### config.mk
export PLATFORM = sky130hd
export DESIGN_NAME = bcd_xs3_seq_flat
export DESIGN_NICKNAME = d
export VERILOG_FILES = /design/src/rtl/bcd_xs3_seq_if.sv /design/src/rtl/bcd_xs3_seq.sv /design/src/flat_wrapper.sv
export SDC_FILE = /design/constraint.sdc
export NUM_CORES = 1
export LEC_CHECK = 0
export ABC_AREA = 1
export BUFFER_PORTS_ARGS = -buffer_cell sky130_fd_sc_hd__buf_2
export CAP_MARGIN = 20
export CORE_ASPECT_RATIO = 1.4
export CORE_MARGIN = 2
export CORE_UTILIZATION = 40
export DETAILED_ROUTE_END_ITERATION = 6
export GPL_TIMING_DRIVEN = 0
export PLACE_DENSITY = 0.62
export SETUP_SLACK_MARGIN = 0.2
export SYNTH_ARGS = -nofsm -noshare
export SYNTH_HDL_FRONTEND = slang
export SYNTH_SLANG_ARGS = --single-unit
### constraint.sdc
create_clock -name clk -period 3.4 [get_ports clk]
set_input_delay 0.68 -clock clk [delete_from_list [all_inputs] [get_ports clk]]
set_output_delay 0.68 -clock clk [all_outputs]
set_load 0.01 [all_outputs]
### src/rtl/bcd_xs3_seq_if.sv
// bcd_xs3_seq_if: handshake bundle for the sequential BCD to excess-3 converter.
//   in_valid  : source presents a packed BCD word
//   in_ready  : converter accepts a word (only while idle)
//   in_bcd    : packed BCD word, digit 0 in bits [3:0]
//   out_valid : converted word available
//   out_ready : sink accepts the result
//   out_xs3   : packed excess-3 result, nibble i from BCD digit i
//   out_err   : at least one input digit was greater than 9 (error build only)
//   busy      : converter is working on or holding a word
// Modports: master = source/sink side, slave = converter side.
interface bcd_xs3_seq_if #(
   parameter int unsigned DIGITS = 4
);
   localparam int unsigned W = 4 * DIGITS;

   logic         in_valid;
   logic         in_ready;
   logic [W-1:0] in_bcd;
   logic         out_valid;
   logic         out_ready;
   logic [W-1:0] out_xs3;
   logic         out_err;
   logic         busy;

   modport master (
      output in_valid, in_bcd, out_ready,
      input  in_ready, out_valid, out_xs3, out_err, busy
   );

   modport slave (
      input  in_valid, in_bcd, out_ready,
      output in_ready, out_valid, out_xs3, out_err, busy
   );
endinterface

### src/rtl/bcd_xs3_seq.sv
// bcd_xs3_seq: sequential packed-BCD to excess-3 converter, one digit per cycle.
// Ports:
//   clk : single clock, rising edge
//   rst : synchronous active-high reset
//   bus : bcd_xs3_seq_if.slave (in_valid/in_ready/in_bcd, out_valid/out_ready/
//         out_xs3/out_err, busy)
// Parameter DIGITS: BCD digits per word (1..8).
// Optional feature macro BCD_XS3_ERR_EN: digits above 9 produce nibble 4'hF and
// raise a sticky error shown on out_err; without it every digit is a plain
// modulo-16 add of 3 and out_err is tied low.
module bcd_xs3_seq #(
   parameter int unsigned DIGITS = 4
) (
   input  logic          clk,
   input  logic          rst,
   bcd_xs3_seq_if.slave  bus
);
   localparam int unsigned W     = 4 * DIGITS;
   localparam int unsigned CNT_W = (DIGITS > 1) ? $clog2(DIGITS) : 1;
   localparam int unsigned SH_W  = CNT_W + 2;

   typedef enum logic [1:0] {
      IDLE = 2'd0,
      CONV = 2'd1,
      DONE = 2'd2
   } state_e;

   state_e             state_q, state_d;
   logic [CNT_W-1:0]   cnt_q, cnt_d;
   logic [W-1:0]       bcd_q, bcd_d;
   logic [W-1:0]       xs3_q, xs3_d;
   logic               in_ready_q, in_ready_d;
   logic               out_valid_q, out_valid_d;
   logic               busy_q, busy_d;
   logic [SH_W-1:0]    sh_c;
   logic [3:0]         digit_c;
   logic [3:0]         nib_c;
`ifdef BCD_XS3_ERR_EN
   logic               err_q, err_d;
   logic               out_err_q, out_err_d;
   logic               bad_c;
`endif

   // Current digit and its excess-3 nibble
   assign sh_c    = {cnt_q, 2'b00};
   assign digit_c = 4'(bcd_q >> sh_c);
`ifdef BCD_XS3_ERR_EN
   assign bad_c   = (digit_c > 4'd9);
   assign nib_c   = bad_c ? 4'hF : 4'(digit_c + 4'd3);
`else
   assign nib_c   = 4'(digit_c + 4'd3);
`endif

   // State register and datapath registers
   always_ff @(posedge clk) begin
      if (rst) begin
         state_q     <= IDLE;
         cnt_q       <= '0;
         bcd_q       <= '0;
         xs3_q       <= '0;
         in_ready_q  <= 1'b1;
         out_valid_q <= 1'b0;
         busy_q      <= 1'b0;
`ifdef BCD_XS3_ERR_EN
         err_q       <= 1'b0;
         out_err_q   <= 1'b0;
`endif
      end else begin
         state_q     <= state_d;
         cnt_q       <= cnt_d;
         bcd_q       <= bcd_d;
         xs3_q       <= xs3_d;
         in_ready_q  <= in_ready_d;
         out_valid_q <= out_valid_d;
         busy_q      <= busy_d;
`ifdef BCD_XS3_ERR_EN
         err_q       <= err_d;
         out_err_q   <= out_err_d;
`endif
      end
   end

   // Next-state, datapath update and registered-output decode
   always_comb begin
      state_d = state_q;
      cnt_d   = cnt_q;
      bcd_d   = bcd_q;
      xs3_d   = xs3_q;
`ifdef BCD_XS3_ERR_EN
      err_d   = err_q;
`endif
      unique case (state_q)
         IDLE: begin
            if (bus.in_valid && in_ready_q) begin
               state_d = CONV;
               bcd_d   = bus.in_bcd;
               cnt_d   = '0;
               xs3_d   = '0;
`ifdef BCD_XS3_ERR_EN
               err_d   = 1'b0;
`endif
            end
         end
         CONV: begin
            // Merge this cycle's nibble into its slot of the result
            xs3_d = (xs3_q & ~(W'(4'hF) << sh_c)) | (W'(nib_c) << sh_c);
`ifdef BCD_XS3_ERR_EN
            err_d = err_q | bad_c;
`endif
            cnt_d = cnt_q + CNT_W'(1);
            if (cnt_q == CNT_W'(DIGITS - 1)) begin
               state_d = DONE;
            end
         end
         DONE: begin
            if (out_valid_q && bus.out_ready) begin
               state_d = IDLE;
            end
         end
         default: begin
            state_d = IDLE;
         end
      endcase

      // Outputs are registered from the next state so they align with it
      in_ready_d  = (state_d == IDLE);
      busy_d      = (state_d != IDLE);
      out_valid_d = (state_d == DONE);
`ifdef BCD_XS3_ERR_EN
      out_err_d   = (state_d == DONE) && err_d;
`endif
   end

   assign bus.in_ready  = in_ready_q;
   assign bus.out_valid = out_valid_q;
   assign bus.out_xs3   = xs3_q;
   assign bus.busy      = busy_q;
`ifdef BCD_XS3_ERR_EN
   assign bus.out_err   = out_err_q;
`else
   assign bus.out_err   = 1'b0;
`endif

endmodule

### src/flat_wrapper.sv
// flat-port wrapper written by rule: the top's interface ports become plain ports
module bcd_xs3_seq_flat 
#(
   parameter int unsigned DIGITS = 4
)
  (clk, rst, bus_in_valid, bus_in_bcd, bus_out_ready, bus_in_ready, bus_out_valid, bus_out_xs3, bus_out_err, bus_busy);
  bcd_xs3_seq_if #(.DIGITS(DIGITS)) bus_i ();
  input  logic clk;
  input  logic rst;
  input wire logic [$bits(bus_i.in_valid)-1:0] bus_in_valid;
  input wire logic [$bits(bus_i.in_bcd)-1:0] bus_in_bcd;
  input wire logic [$bits(bus_i.out_ready)-1:0] bus_out_ready;
  output wire logic [$bits(bus_i.in_ready)-1:0] bus_in_ready;
  output wire logic [$bits(bus_i.out_valid)-1:0] bus_out_valid;
  output wire logic [$bits(bus_i.out_xs3)-1:0] bus_out_xs3;
  output wire logic [$bits(bus_i.out_err)-1:0] bus_out_err;
  output wire logic [$bits(bus_i.busy)-1:0] bus_busy;
  assign bus_i.in_valid = bus_in_valid;
  assign bus_i.in_bcd = bus_in_bcd;
  assign bus_i.out_ready = bus_out_ready;
  assign bus_in_ready = bus_i.in_ready;
  assign bus_out_valid = bus_i.out_valid;
  assign bus_out_xs3 = bus_i.out_xs3;
  assign bus_out_err = bus_i.out_err;
  assign bus_busy = bus_i.busy;
  bcd_xs3_seq #(.DIGITS(DIGITS)) u_core (.clk(clk), .rst(rst), .bus(bus_i));
endmodule
Word-level counts from Yosys, hierarchy flattened:

Cells that the tools add are included.

* register bits after elaboration: 39
* output and inout port bits: 20
* bits of input ports: 20

* shift operators: 3
* eq/ne operators: 5
* bitwise gates (word level): 3
* reduce and logical (&&, ||, !) cells: 8
* muxes and demuxes: 8
* add/sub/neg operators: 2

Operators with widths (number)
* 16-bit case mux with 2 select lines: 1
* 16-bit bitwise AND: 1
* 16-bit 2-to-1 mux: 1
* 16-bit inverter: 1
* 16-bit OR: 1
* 4-bit by 4-bit left shift with 16-bit output: 1
* 4-bit by 4-bit left shift with 16-bit output, first input constant: 1
* 16-bit by 4-bit right shift with 4-bit output: 1
* 2-bit 2-to-1 mux: 4
* 2-bit equality test, second input constant: 3
* 2-bit case mux with 3 select lines: 1
* 4-bit by 2-bit adder with 4-bit output, second input constant: 1
* 2-bit logical NOT: 2
* 2-bit case mux with 2 select lines: 1
* 2-bit AND reduction: 2
* 2-bit nonzero test: 2
* 2-bit by 1-bit adder with 2-bit output, second input constant: 1
* 2-bit by 1-bit equality test with 1-bit output, second input constant: 1
* 1-bit logical AND: 2
* 2-bit by 1-bit inequality test with 1-bit output, second input constant: 1

Longest topological paths before layout:

* depth in word-level cells: 5
* mapped depth: 11
* gate-level depth less buffers: 9

Least setup slack after synthesis:

No wires, ideal clock.

* path type: reg2reg
* start point: reg u_core.cnt_q[1]
* end point: reg u_core.xs3_q[5], in the netlist u_core.bus.out_xs3[5]
* slack: 1.613 ns
* cell stages (with the launch flop): 8
* library setup time: 0.072 ns
* arrival: 1.715 ns
* data required time: 3.328 ns
* path through: dfxtp_1 -> inv_1 -> nand3_1 -> nand2_1 -> ha_1 -> or2_2 -> or2_0 -> a21oi_1

* cells in the longest elaborated chain, start to end: 5
* elaborated cells on any way between the ends: 8
* classes of those cells: add/sub: 1; shift: 3; mux: 1; bitwise: 3

RTL lines
* start: declaration: RTL line bcd_xs3_seq.sv:29 `logic [CNT_W-1:0] cnt_q, cnt_d;`
* start signal: assignment: RTL line bcd_xs3_seq.sv:70 `cnt_q <= cnt_d;`
* 16-bit by 4-bit right shift with 4-bit output / 4-bit by 4-bit left shift with 16-bit output (equally long branches): RTL line bcd_xs3_seq.sv:46, bcd_xs3_seq.sv:106
* 4-bit by 2-bit adder with 4-bit output / 16-bit inverter (equally long branches): RTL line bcd_xs3_seq.sv:51, bcd_xs3_seq.sv:106
* 4-bit by 4-bit left shift with 16-bit output / 16-bit bitwise AND (equally long branches): RTL line bcd_xs3_seq.sv:106 `xs3_d = (xs3_q & ~(W'(4'hF) << sh_c)) | (W'(nib_c) << sh_c);`
* 16-bit OR (*): RTL line bcd_xs3_seq.sv:106
* 16-bit case mux with 2 select lines (*): RTL line bcd_xs3_seq.sv:92 `unique case (state_q)`
* end signal: assignment: RTL line bcd_xs3_seq.sv:72 `xs3_q <= xs3_d;`
* end: declaration: RTL line bcd_xs3_seq.sv:31 `logic [W-1:0] xs3_q, xs3_d;`

Every way passes the cells marked *; elsewhere a longest branch is shown, timed or not.
A chain may end at the register's enable or synchronous reset.

Final worst setup path:

Same ends and word-level chain as after synthesis.

==> results.yml <==
status:
  status: "finished clean"
clocking:
  cts-resized-gates: 0
  postCtsSetupBuffers: 0
  cts_max_path_buffers: 2
  cts.sinks: 39
  holdBufCountCts: 0
  path_clk_slew_ns: 0.07
  ctsRootBufferMaster: "clkbuf_8"
  cts_tree: "done"
  insertion_delay_ns: 0.30
  cts_max_level: 2
  cts_made_buffers: 5
logic_synthesis:
  synth_cell_type_count: 24
  synth_nets: 262
  ys.warnings.count: 0
  ys_seq_elements: 39
  synth_area_um2: 1755
  syn_area_per_cell_um2: 7.407
  ys_seq_area_share_pct: 44.48
  synthCells: 237
timing:
  tns_ns: 0
  relSlewSlack_pct: 65.83
  finalSetupViolCount: 0
  min_period_ns: 2.086
  finClkSkew_ns: 0.01029
  hold_viol_final: 0
  fmax_ghz: 0.4793
  fin_crit_sh_pct: 61.37
  final-max-slew-violation-count: 0
  rsz0062_at_grt: "no"
  tightestPinTransition_ns: 0.5126
worst_setup_path:
  required_ns: 3.63
  critical_path.max_fanout: 9
  crit_chain: "inv_1 > nand3_2 > nand2_2 > ha_1 > or2_2 > or2_0 > a21oi_1"
  critPathMaxStageDelay_ns: 0.55
  slowest_stage: "dfxtp_1"
  crit_path_start_kind: "flip-flop"
  cp-end-kind: "flip-flop"
  arrival_ns: 2.31
  crit_type: "reg2reg"
drt:
  ant_nets: 0
  wl_per_cell_um: 10.68
  drt-total-wl_um: 3662
  route.layer.met1.wl_um: 1524
  wl_met3_um: 127
  drt_pass1_iterations: 4
  routed-via-count: 1580
  detail_route.iter0.violations: 25
  via_per_inst: 4.606
  topRoutingLayerUsed: "met4"
  wl_met2_um: 1926
  drc_errors: 0
floorplan:
  die_h_um: 82.39
  placementRows: 28
  start_util_pct: 41.41
  die_x_um: 59.99
  die-area_um2: 4942
  coreArea_um2: 4239
  io_pins: 40
hold_path:
  hold_class: "reg2reg"
final_layout:
  drive_gt1_share_pct: 24.38
  nNetsFinal: 307
  antenna_cells: 0
  area_delta_synth_final_pct: 20.81
  stdcell_count: 343
  finish.utilization_pct: 50.03
global_routing:
  antenna_found_initial: 0
  grt_pass1_vias: 1450
  grt_use_total_pct: 17.21
  grt_max_degree: 12
  grt.overflow.total: 0
  grt_pass1_wl_um: 6285
power:
  p_per_area_nw_per_um2: 500.9
  leakagePower_nw: 0.9373
  ir_drop_uv: 258.7
run:
  maxCapViolations: 0
place:
  dp_cells: 335
  io_buffers: 38
  dp_hpwl_um: 2860
  gp_congestion: 0.8086
==> cells in the mapped netlist, drive strengths merged <==
| cell type | instances | share of area [%] |
|---|---|---|
| inv | 20 | 4.4 |
| nand3 | 18 | 5.7 |
| xnor2 | 1 | 0.93 |
| o21ai | 21 | 6.0 |
| nor2 | 34 | 8.1 |
| or2 | 3 | 1.1 |
| ha | 5 | 3.6 |
| nand2 | 56 | 13 |
| nand4 | 4 | 1.4 |
| conb | 1 | 0.21 |
| buf | 6 | 2.6 |
| a21oi | 25 | 8.0 |
| dfxtp | 39 | 44 |
| clkbuf | 4 | 0.86 |
==> cell type report <==
type / instances / area, um2
fill: 476 / 2118
multi-input combinational: 168 / 837.1
sequential: 39 / 780.7
timing repair buffer: 38 / 190.2
clock buffer: 8 / 100.1
inverter: 20 / 77.57
tap: 60 / 75.07
buffer: 10 / 60.06
==> registers in the layout, indices dropped and copies added (netlist names) <==
signal                flops
u_core.bus.out_valid      1
u_core.state_q            2
u_core.bus.in_ready       1
u_core.bus.busy           1
u_core.bcd_q             16
u_core.cnt_q              2
u_core.bus.out_xs3       16
==> critical path, delay by kind of cell, from the launching register on <==
family                   cells  cell delay [ns]
AND/OR/NAND/NOR              4             0.76
adder cells (fa/ha/maj)      1             0.34
buffers and inverters        1             0.24
flip-flops                   1             0.55
AO/OA/AOI/OAI                1             0.13
==> layer usage <==
| metal | vias to the layer above | track usage (%) |
|---|---|---|
| li1 | 852 | - |
| met1 | 696 | 18.73 |
| met2 | 26 | 30.65 |
| met3 | 6 | 3.738 |
| met4 | 0 | 8.667 |
| met5 | - | 0 |
==> cells by family after synthesis <==
logic type | synth area share [%]
AOI/OAI and AO/OA | 13.97
xor gates and xnor gates | 0.9268
adders and majority gates | 3.564
buffers and inverters | 7.840
DFF | 44.48
other | 0.2136
and+or+nand+nor | 29.01
==> cell usage in the layout (no fill, tap or decap), types with 2 or more instances in the layout <==
master / n
inv_1: 18
dfxtp_1: 39
buf_2: 38
nor2_2: 3
nand2_2: 5
a21oi_2: 4
buf_4: 2
clkbuf_8: 7
buf_1: 2
o21ai_0: 21
nand3_1: 16
a21oi_1: 21
clkbuf_1: 5
nor2_1: 30
nand2_1: 51
nand3_2: 2
buf_6: 2
nand4_1: 4
ha_1: 5
or2_2: 2
==> report_power, final <==
group,switching [mW],internal [mW],total [mW]
registers,0.0164,0.489,0.505
logic,0.135,0.0802,0.215
clock network,0.157,0.185,0.342
total,0.308,0.754,1.06
==> per-stage QoR <==
step                total power, mW  hold WS [ns]  instance area, um2  worst slack, ns
global placement             0.7327        0.4461                2021            1.336
CTS                           1.076        0.4589                2121            1.302
global route                  1.126        0.4767                2121            1.158
finish                        1.062        0.4533                2121            1.314
floorplan                    0.6743        0.4240                1755            1.613
detailed placement           0.7348        0.4485                2021            1.325
==> final timing paths <==
path	startpoint	end	slack, ns	depth (start not counted)
setup / recovery	u_core.cnt_q[1]	u_core.bus.out_xs3[5]	1.31	7
hold / removal	u_core.bcd_q[7]	u_core.bcd_q[7]	0.45	2
setup reg to reg	u_core.cnt_q[1]	u_core.bus.out_xs3[5]	1.31	7
hold reg to reg	u_core.bcd_q[7]	u_core.bcd_q[7]	0.45	2
Note: power is estimated with default switching activity, not from simulation.
